<file path="src/rtl/fsic_axis_pkg.sv">
// rtl/fsic_axis_pkg.sv - shared AXIS word layout and ingress buffer state type
package fsic_axis_pkg;

    localparam int AXIS_WORD_W = 45;
    localparam int TDATA_LSB   = 0;
    localparam int TSTRB_LSB   = 32;
    localparam int TKEEP_LSB   = 36;
    localparam int TLAST_BIT   = 40;
    localparam int TUSER_LSB   = 41;
    localparam int TID_LSB     = 43;

    typedef enum logic [1:0] {
        ST_EMPTY = 2'd0,
        ST_ONE   = 2'd1,
        ST_TWO   = 2'd2
    } ingress_st_t;

endpackage

</file>
<file path="src/rtl/axis_skid2.sv">
// rtl/axis_skid2.sv - generic 2-entry skid buffer with registered ready/valid
module axis_skid2
    import fsic_axis_pkg::*;
#(
    parameter int W = AXIS_WORD_W
) (
    input  logic         clk,
    input  logic         rst_n,
    input  logic [W-1:0] in_tdata,
    input  logic         in_tvalid,
    output logic         in_tready,
    output logic [W-1:0] out_tdata,
    output logic         out_tvalid,
    input  logic         out_tready
);

    ingress_st_t  st;
    logic [W-1:0] skid_q;
    logic         acc;
    logic         drn;

    assign acc = in_tvalid & in_tready;
    assign drn = out_tvalid & out_tready;

    // in_tready/out_tvalid are registered copies of (next state != TWO/EMPTY)
    always_ff @(posedge clk or negedge rst_n) begin
        if (!rst_n) begin
            st         <= ST_EMPTY;
            out_tdata  <= '0;
            skid_q     <= '0;
            in_tready  <= 1'b0;
            out_tvalid <= 1'b0;
        end else begin
            case (st)
                ST_EMPTY: begin
                    in_tready <= 1'b1;
                    if (acc) begin
                        out_tdata  <= in_tdata;
                        out_tvalid <= 1'b1;
                        st         <= ST_ONE;
                    end
                end
                ST_ONE: begin
                    if (acc && !drn) begin
                        skid_q    <= in_tdata;
                        in_tready <= 1'b0;
                        st        <= ST_TWO;
                    end else if (acc && drn) begin
                        out_tdata <= in_tdata;
                    end else if (drn) begin
                        out_tvalid <= 1'b0;
                        st         <= ST_EMPTY;
                    end
                end
                ST_TWO: begin
                    if (drn) begin
                        out_tdata <= skid_q;
                        in_tready <= 1'b1;
                        st        <= ST_ONE;
                    end
                end
                default: begin
                    in_tready  <= 1'b0;
                    out_tvalid <= 1'b0;
                    st         <= ST_EMPTY;
                end
            endcase
        end
    end

endmodule

</file>
<file path="src/rtl/axis_fifo_ingress.sv">
// rtl/axis_fifo_ingress.sv - AXIS ingress packer with length limit; FSIC_INGRESS_PKT_CNT_EN enables pkt_cnt
module axis_fifo_ingress
    import fsic_axis_pkg::*;
#(
    parameter int MAX_BEATS = 64,
    parameter int WIDTH     = 45
) (
    input  logic             axis_clk,
    input  logic             axi_reset_n,
    input  logic [31:0]      s_tdata,
    input  logic [3:0]       s_tstrb,
    input  logic [3:0]       s_tkeep,
    input  logic [1:0]       s_tuser,
    input  logic [1:0]       s_tid,
    input  logic             s_tlast,
    input  logic             s_tvalid,
    output logic             s_tready,
    output logic             w_vld,
    input  logic             w_rdy,
    output logic [WIDTH-1:0] data_in,
    input  logic             err_clr,
    output logic             err_oversize,
    output logic [15:0]      pkt_cnt
);

    localparam logic [15:0] LIMIT = 16'(MAX_BEATS - 1);

    logic [AXIS_WORD_W-1:0] packed_word;
    logic [15:0]            beat_cnt;
    logic                   acc;
    logic                   at_limit;

    assign acc      = s_tvalid & s_tready;
    assign at_limit = (beat_cnt == LIMIT);

    assign packed_word[TDATA_LSB +: 32] = s_tdata;
    assign packed_word[TSTRB_LSB +: 4]  = s_tstrb;
    assign packed_word[TKEEP_LSB +: 4]  = s_tkeep;
    assign packed_word[TLAST_BIT]       = s_tlast | at_limit;
    assign packed_word[TUSER_LSB +: 2]  = s_tuser;
    assign packed_word[TID_LSB +: 2]    = s_tid;

    // A truncation in the same cycle as err_clr keeps the flag set
    always_ff @(posedge axis_clk or negedge axi_reset_n) begin
        if (!axi_reset_n) begin
            beat_cnt     <= '0;
            err_oversize <= 1'b0;
        end else begin
            if (acc) begin
                if (s_tlast || at_limit) beat_cnt <= '0;
                else                     beat_cnt <= beat_cnt + 16'd1;
            end
            if (acc && !s_tlast && at_limit) err_oversize <= 1'b1;
            else if (err_clr)                err_oversize <= 1'b0;
        end
    end

    axis_skid2 #(.W(AXIS_WORD_W)) u_skid (
        .clk        (axis_clk),
        .rst_n      (axi_reset_n),
        .in_tdata   (packed_word),
        .in_tvalid  (s_tvalid),
        .in_tready  (s_tready),
        .out_tdata  (data_in),
        .out_tvalid (w_vld),
        .out_tready (w_rdy)
    );

`ifdef FSIC_INGRESS_PKT_CNT_EN
    always_ff @(posedge axis_clk or negedge axi_reset_n) begin
        if (!axi_reset_n)                         pkt_cnt <= '0;
        else if (w_vld && w_rdy && data_in[TLAST_BIT]) pkt_cnt <= pkt_cnt + 16'd1;
    end
`else
    assign pkt_cnt = '0;
`endif

endmodule

</file>
<file path="config.mk">
export PLATFORM = sky130hd
export DESIGN_NAME = axis_fifo_ingress
export DESIGN_NICKNAME = d
export VERILOG_FILES = /design/src/rtl/fsic_axis_pkg.sv /design/src/rtl/axis_skid2.sv /design/src/rtl/axis_fifo_ingress.sv
export SDC_FILE = /design/constraint.sdc
export NUM_CORES = 1
export LEC_CHECK = 0
export BUFFER_PORTS_ARGS = -buffer_cell sky130_fd_sc_hd__buf_2
export CAP_MARGIN = 20
export CORE_AREA = 2 2 115 117
export DETAILED_ROUTE_END_ITERATION = 8
export DIE_AREA = 0 0 117 119
export GPL_TIMING_DRIVEN = 1
export PLACE_DENSITY_LB_ADDON = 0.3
export SETUP_SLACK_MARGIN = 0.02
export SLEW_MARGIN = 15
export SYNTH_ARGS = -nofsm -noshare
export SYNTH_HDL_FRONTEND = slang
export SYNTH_SLANG_ARGS = --single-unit
</file>
<file path="constraint.sdc">
create_clock -name axis_clk -period 1.81 [get_ports axis_clk]
set_input_delay 0.181 -clock axis_clk [delete_from_list [all_inputs] [get_ports axis_clk]]
set_output_delay 0.181 -clock axis_clk [all_outputs]
set_load 0.005 [all_outputs]
</file>
[Word level (Yosys, flattened, before mapping)]
Cells that the tools add are included.
Word-level totals
  bits in registers: 111
  logic and storage cells: 61
  input port bits: 50
  output and inout bits: 64
Cells by class
  equal/unequal tests: 12
  muxes and demuxes: 22
  bitwise gates (word level): 4
  reductions and logical operators: 15
  add/subtract/negate cells: 1
Operator list (count)
  $mux W45: 4
  $pmux W45 S3: 1
  $add A16 B1 Y16 const B: 1
  $eq A16 B6 Y1 const B: 1
  $mux W16: 1
  $mux W2: 5
  $reduce_and A5 Y1: 2
  $mux W1: 8
  $ne A2 B1 Y1 const B: 4
  $ne A2 B2 Y1 const B: 3
  $pmux W1 S3: 2
  $pmux W2 S3: 1
  $logic_and A1 B1 Y1: 4
  $reduce_and A2 Y1: 2
  $reduce_and A4 Y1: 1
  $ne A3 B1 Y1 const B: 1
  $ne A3 B2 Y1 const B: 1
  $reduce_bool A3 Y1: 1
  $and A1 B1 Y1: 2
  $eq A2 B1 Y1 const B: 1
  $eq A2 B2 Y1 const B: 1
  $logic_not A1 Y1: 2
  $logic_not A2 Y1: 1
  $reduce_bool A2 Y1: 1
  3 further kinds: 3

[Longest topological paths before layout]
  depth after elaboration: 5
  mapped depth: 6
  mapped depth without buffers: 5

[By module]
Synthesis repeated with hierarchy kept, for this count alone.
Second synthesis, totals
  cells, all modules: 375
  area total of the unflattened synthesis: 5138.7 µm²
By module, submodules not included
  axis_skid2: area each 4119.0 µm², instances 1, sequential area each 2352.3 µm², cells each 264
  axis_fifo_ingress: area each 1019.7 µm², instances 1, sequential area each 425.4 µm², cells each 111

[Worst setup path after synthesis]
OpenSTA, ideal clock, no wires.
  path kind: reg-to-reg
  from: register beat_cnt[6]
  to: register beat_cnt[10]
  setup slack: 288 ps
  cell stages (with the launch flop): 6
  library setup time: 121 ps
  path buffers: 1
  period minus slack after synthesis: 1522 ps
  arrival time: 1401 ps
  data required time: 1689 ps
  cells stage by stage: dfrtp_1 nor4_1 nand4_1 a21oi_1 buf_2 nor2_1
Between the ends
  cells in the longest elaborated chain, start to end: 3
  elaborated cells on any way between the ends: 4
  those cells by class: add/sub (1); eq/ne (1); mux (1); reduce/logical (1)
RTL lines
  from (decl): RTL line axis_fifo_ingress.sv:29  | logic [15:0] beat_cnt;
  from (signal assigned): RTL line axis_fifo_ingress.sv:51  | else beat_cnt <= beat_cnt + 16'd1;
  branches (longest 2 deep; another with $add A16 B1 Y16)
  $mux W16 (*): RTL line axis_fifo_ingress.sv:50  | if (s_tlast || at_limit) beat_cnt <= '0;
Every way passes the cells marked *.
A chain may end at the register's enable or synchronous reset.

[Worst setup path in the final report]
  from: register u_skid.st[0]
  to: register u_skid.out_tdata[3]
Between the ends
  cells in the longest elaborated chain, start to end: 3
  elaborated cells on any way between the ends: 10
  those cells by class: eq/ne (6); mux (1); reduce/logical (3)
RTL lines
  from (decl): RTL line axis_skid2.sv:17  | ingress_st_t st;
  from (signal assigned): RTL line axis_skid2.sv:28  | st <= ST_EMPTY;
  from (signal assigned): RTL line axis_skid2.sv:40  | st <= ST_ONE;
  from (signal assigned): RTL line axis_skid2.sv:47  | st <= ST_TWO;
  $eq A2 B1 Y1, or another cell as far along: RTL line axis_skid2.sv:34  | case (st)
  $ne A2 B2 Y1 (no line), or another cell as far along
  $reduce_and A5 Y1 (no line)
  to (signal assigned): RTL line axis_skid2.sv:38  | out_tdata <= in_tdata;
  to (signal assigned): RTL line axis_skid2.sv:49  | out_tdata <= in_tdata;
  to (signal assigned): RTL line axis_skid2.sv:57  | out_tdata <= skid_q;
  to (decl): RTL line axis_skid2.sv:12  | output logic [W-1:0] out_tdata,
Parallel ways exist; a longest one is shown, timed or not.

==> results.md <==
- Status: complete, no violations
- Starting Density: approximately two fifths
- Io pins: approximately 110
- Residual DRC: 0
- PortBufs: between 90 and 100
- Max VDD drop: 0.735 mV
- Critical path buffers and inverters: 1
- Max Slew Vio Count: 0
- Share of layout cells above drive strength 1: 32.1%
- Vias in the first global route: between 3000 and 4000
- Hold Path Stages: 2
- Critical path's slowest cell: dfrtp_1
- Area growth from synthesis to layout: 22.3%
- Yosys cell types: 38
- Worst path required time: 2090 ps
- Pin count of the biggest net entering global routing: 89
- Max-cap viol count: 0
- Vias per cell: ~5
- Main area contributors after synthesis: dfrtp_1, mux2_2, nand2_1
- Pint: 6.52 mW
- Switching Share: 33.1%
- Cell Area, Placed: 0.00567 sq mm
- Critical path class: register to register
- Reg2reg setup slack: between 100 and 150 ps
- Std cell rows: between 40 and 50
- CTS clk-pin slew, worst paths: 70 ps
- Setup_tns: 0 ps
- Startpoint types: register
- Worst-margin pin slew: 514 ps
- Worst min path class: primary input to register
- Crit-path cells: a21boi_2 > o32ai_4 > buf_6 > nor2_1 > a31oi_1
- CP top delay family: compound AO/OA/AOI/OAI gates
- Avg Cell Area, Syn: 10.3 sq um
- CP Data Arrival Time: 1960 ps
- Nets: 632
- Dpl hpwl: 7.27 mm
- Mapped cell area: 0.00495 sq mm
- Non-Filler Instances: 762
- CTS H-tree lvls: 3
- Drt pass-1 iters: 4
- DIE AREA: 0.0139 sq mm
- Total GRT Usage: 16.3%
- Cts bufs inserted: 9
- Clock Tree Root: clkbuf_16
- Clock buffer depth: 2
- CTS tree: done
- Seq/Total Area, Yosys: a little under three fifths
- R2r startpoint: u_skid.st[0]$_DFFE_PN0P_
- Most common cell after layout, fill and taps aside: dfrtp_1
- Worst-case clock skew: 8.48 ps
- Compound-Gate Fraction of Synth Area: 8.27%
- Relative slew slack: around two thirds
- Most frequent cells in the layout: dfrtp_1, nand2_1, buf_2
- WL final: 11.4 mm
- CTS sink count: between 100 and 150
- Clock Power Share: 22.6%
- NetSw: between 3 and 4 mW
- Minimum clock period: 1690 ps
- Routed via count: 3821
- Fin area: 0.00605 sq mm
- Worst reg2reg endpoint: u_skid.out_tdata[3]$_DFFE_PN0P_
- Routed wire per std cell: 14.9 um
- RSZ-0062 raised after global routing: false
- Final setup fails: 0
- Synth Area in Adders: 0.253%
- Pwr dens: 1610 mW/mm^2
- Synth Instances: 480
- XOR/XNOR Fraction of Synth Area: 1.95%
- Number of synthesized register bits: between 100 and 150
- Initial antenna violation count: 0
- Hold_sp: s_tid[0]
- Worst setup EP type: register
- R2R cell count: 5
- Antenna-violating nets left: 0
- Total grt overflow: 0
- Hold slack: between 60 and 70 ps
- Sequential Power Share: 42.7%
- Synth Area in Simple Gates: about 17%
- Fmax: 593 MHz
- Worst-Skew Late Latency: 350 ps
- Leakage: 2.76 nW
- # diodes: 0
- Share of the synthesized area in the top cell type: between 50% and 60%
- Hold Vio Cnt, Final: 0
- Mux cell area share after synthesis: around a tenth
- Chip height: 119 um
- CP Max Fanout: 44
- Hold worst-path end: u_skid.skid_q[43]$_DFFE_PN0P_
- Initial DRC Count: about 180
- Period utilisation layout: 93.2%
- Core Region: 0.0129 sq mm
- Syn. warnings: 0
- CP max stage delay: 470 ps
- Combinational share of power: 34.8%
- Top cell type by total area after synthesis: dfrtp_1
- First-pass GRT wire length: between 15 and 20 mm
- Placed Cells: 742
- Die extent in x: 117 um
- GP Congestion: 0.835
- Largest family of logic cells by synthesized area: simple AND/OR/NAND/NOR gates
## per-stage QoR
stage          setup slack, ps  power [mW]  utilization (%)
3_3_place_gp               171        7.41             44.0
5_1_grt                   26.8        10.5             47.0
2_1_floorplan              288        6.27                -
3_5_place_dp               129        7.56             44.0
4_1_cts                    104        9.78             46.8
6_report                   124        9.74             47.0
## worst max path at each step
stage                             startpoint                                to  slack [ps]  cells past startpoint
floorplan            beat_cnt[6]$_DFFE_PN0P_          beat_cnt[10]$_DFFE_PN0P_         290                      5
global placement     beat_cnt[7]$_DFFE_PN0P_           beat_cnt[3]$_DFFE_PN0P_         170                      5
detailed placement   beat_cnt[7]$_DFFE_PN0P_           beat_cnt[9]$_DFFE_PN0P_         130                      5
CTS                  beat_cnt[7]$_DFFE_PN0P_           beat_cnt[5]$_DFFE_PN0P_         100                      5
global route        u_skid.st[0]$_DFFE_PN0P_  u_skid.out_tdata[24]$_DFFE_PN0P_          30                      4
finish              u_skid.st[0]$_DFFE_PN0P_   u_skid.out_tdata[3]$_DFFE_PN0P_         120                      5
## timing repair
item | 4_1_cts | 5_1_grt
setup buffers | 0 | 1
hold buffers | 2 | 0
hold endpoints to repair | 35 | 0
endpoints found under the setup margin | 0 | 13
gates resized for setup | 0 | 2
## state kept, by name, summed over array words and instances (netlist names)
register           flops
u_skid.skid_q         45
u_skid.in_tready       1
u_skid.out_tdata      45
u_skid.out_tvalid      1
beat_cnt              16
err_oversize           1
u_skid.st              2
## metal layers
layer | wire length [um] | track usage (%)
met3 | 748 | 4.89
met5 | 0 | 0
met1 | 5130 | 21.6
met4 | 214 | 6.03
met2 | 5260 | 25.2
## cells by family after synthesis
| kind of cell | Yosys count |
|---|---|
| buffers and inverters | 46 |
| other | 1 |
| adder cells (fa/ha/maj) | 1 |
| flip-flops | 111 |
| multiplexers | 47 |
| AND/OR/NAND/NOR | 200 |
| AO/OA/AOI/OAI | 63 |
| XOR/XNOR | 11 |
## final cells by class
cell class,instances,area (sq um)
inverter,3,11.3
clock buffer,12,256
sequential,111,2780
multi-input combinational,338,1990
timing repair buffer,118,722
fill,1182,6820
tap,176,220
clock inverter,4,77.6
## Yosys cell counts (all sizes together)
| master | number |
|---|---|
| nand3b | 1 |
| o32ai | 1 |
| xnor2 | 8 |
| nor2 | 61 |
| and4 | 1 |
| clkbuf | 10 |
| nor3 | 5 |
| or2 | 1 |
| inv | 3 |
| a311oi | 1 |
| nor2b | 1 |
| mux2i | 1 |
| conb | 1 |
| or4b | 1 |
| mux2 | 46 |
| buf | 33 |
| ha | 1 |
| nand4 | 9 |
| nor4bb | 1 |
| o21ai | 6 |
| a21boi | 1 |
| dfrtp | 111 |
| and3 | 2 |
| nor4 | 6 |
| nand3 | 6 |
| o22ai | 1 |
| xor2 | 3 |
| a31oi | 46 |
| nand2b | 1 |
| nand2 | 104 |
| a21oi | 6 |
| o21a | 1 |
## power by group through the flow
stage / Combinational, mW / Clock (mW) / Sequential (mW)
after floorplan: 2.13 / 0 / 4.14
after global placement: 3.26 / 0 / 4.15
after detailed placement: 3.35 / 0 / 4.20
after CTS: 3.36 / 2.26 / 4.16
after global routing: 3.83 / 2.36 / 4.29
final: 3.39 / 2.20 / 4.16
Power figures use the tool's default switching activity.
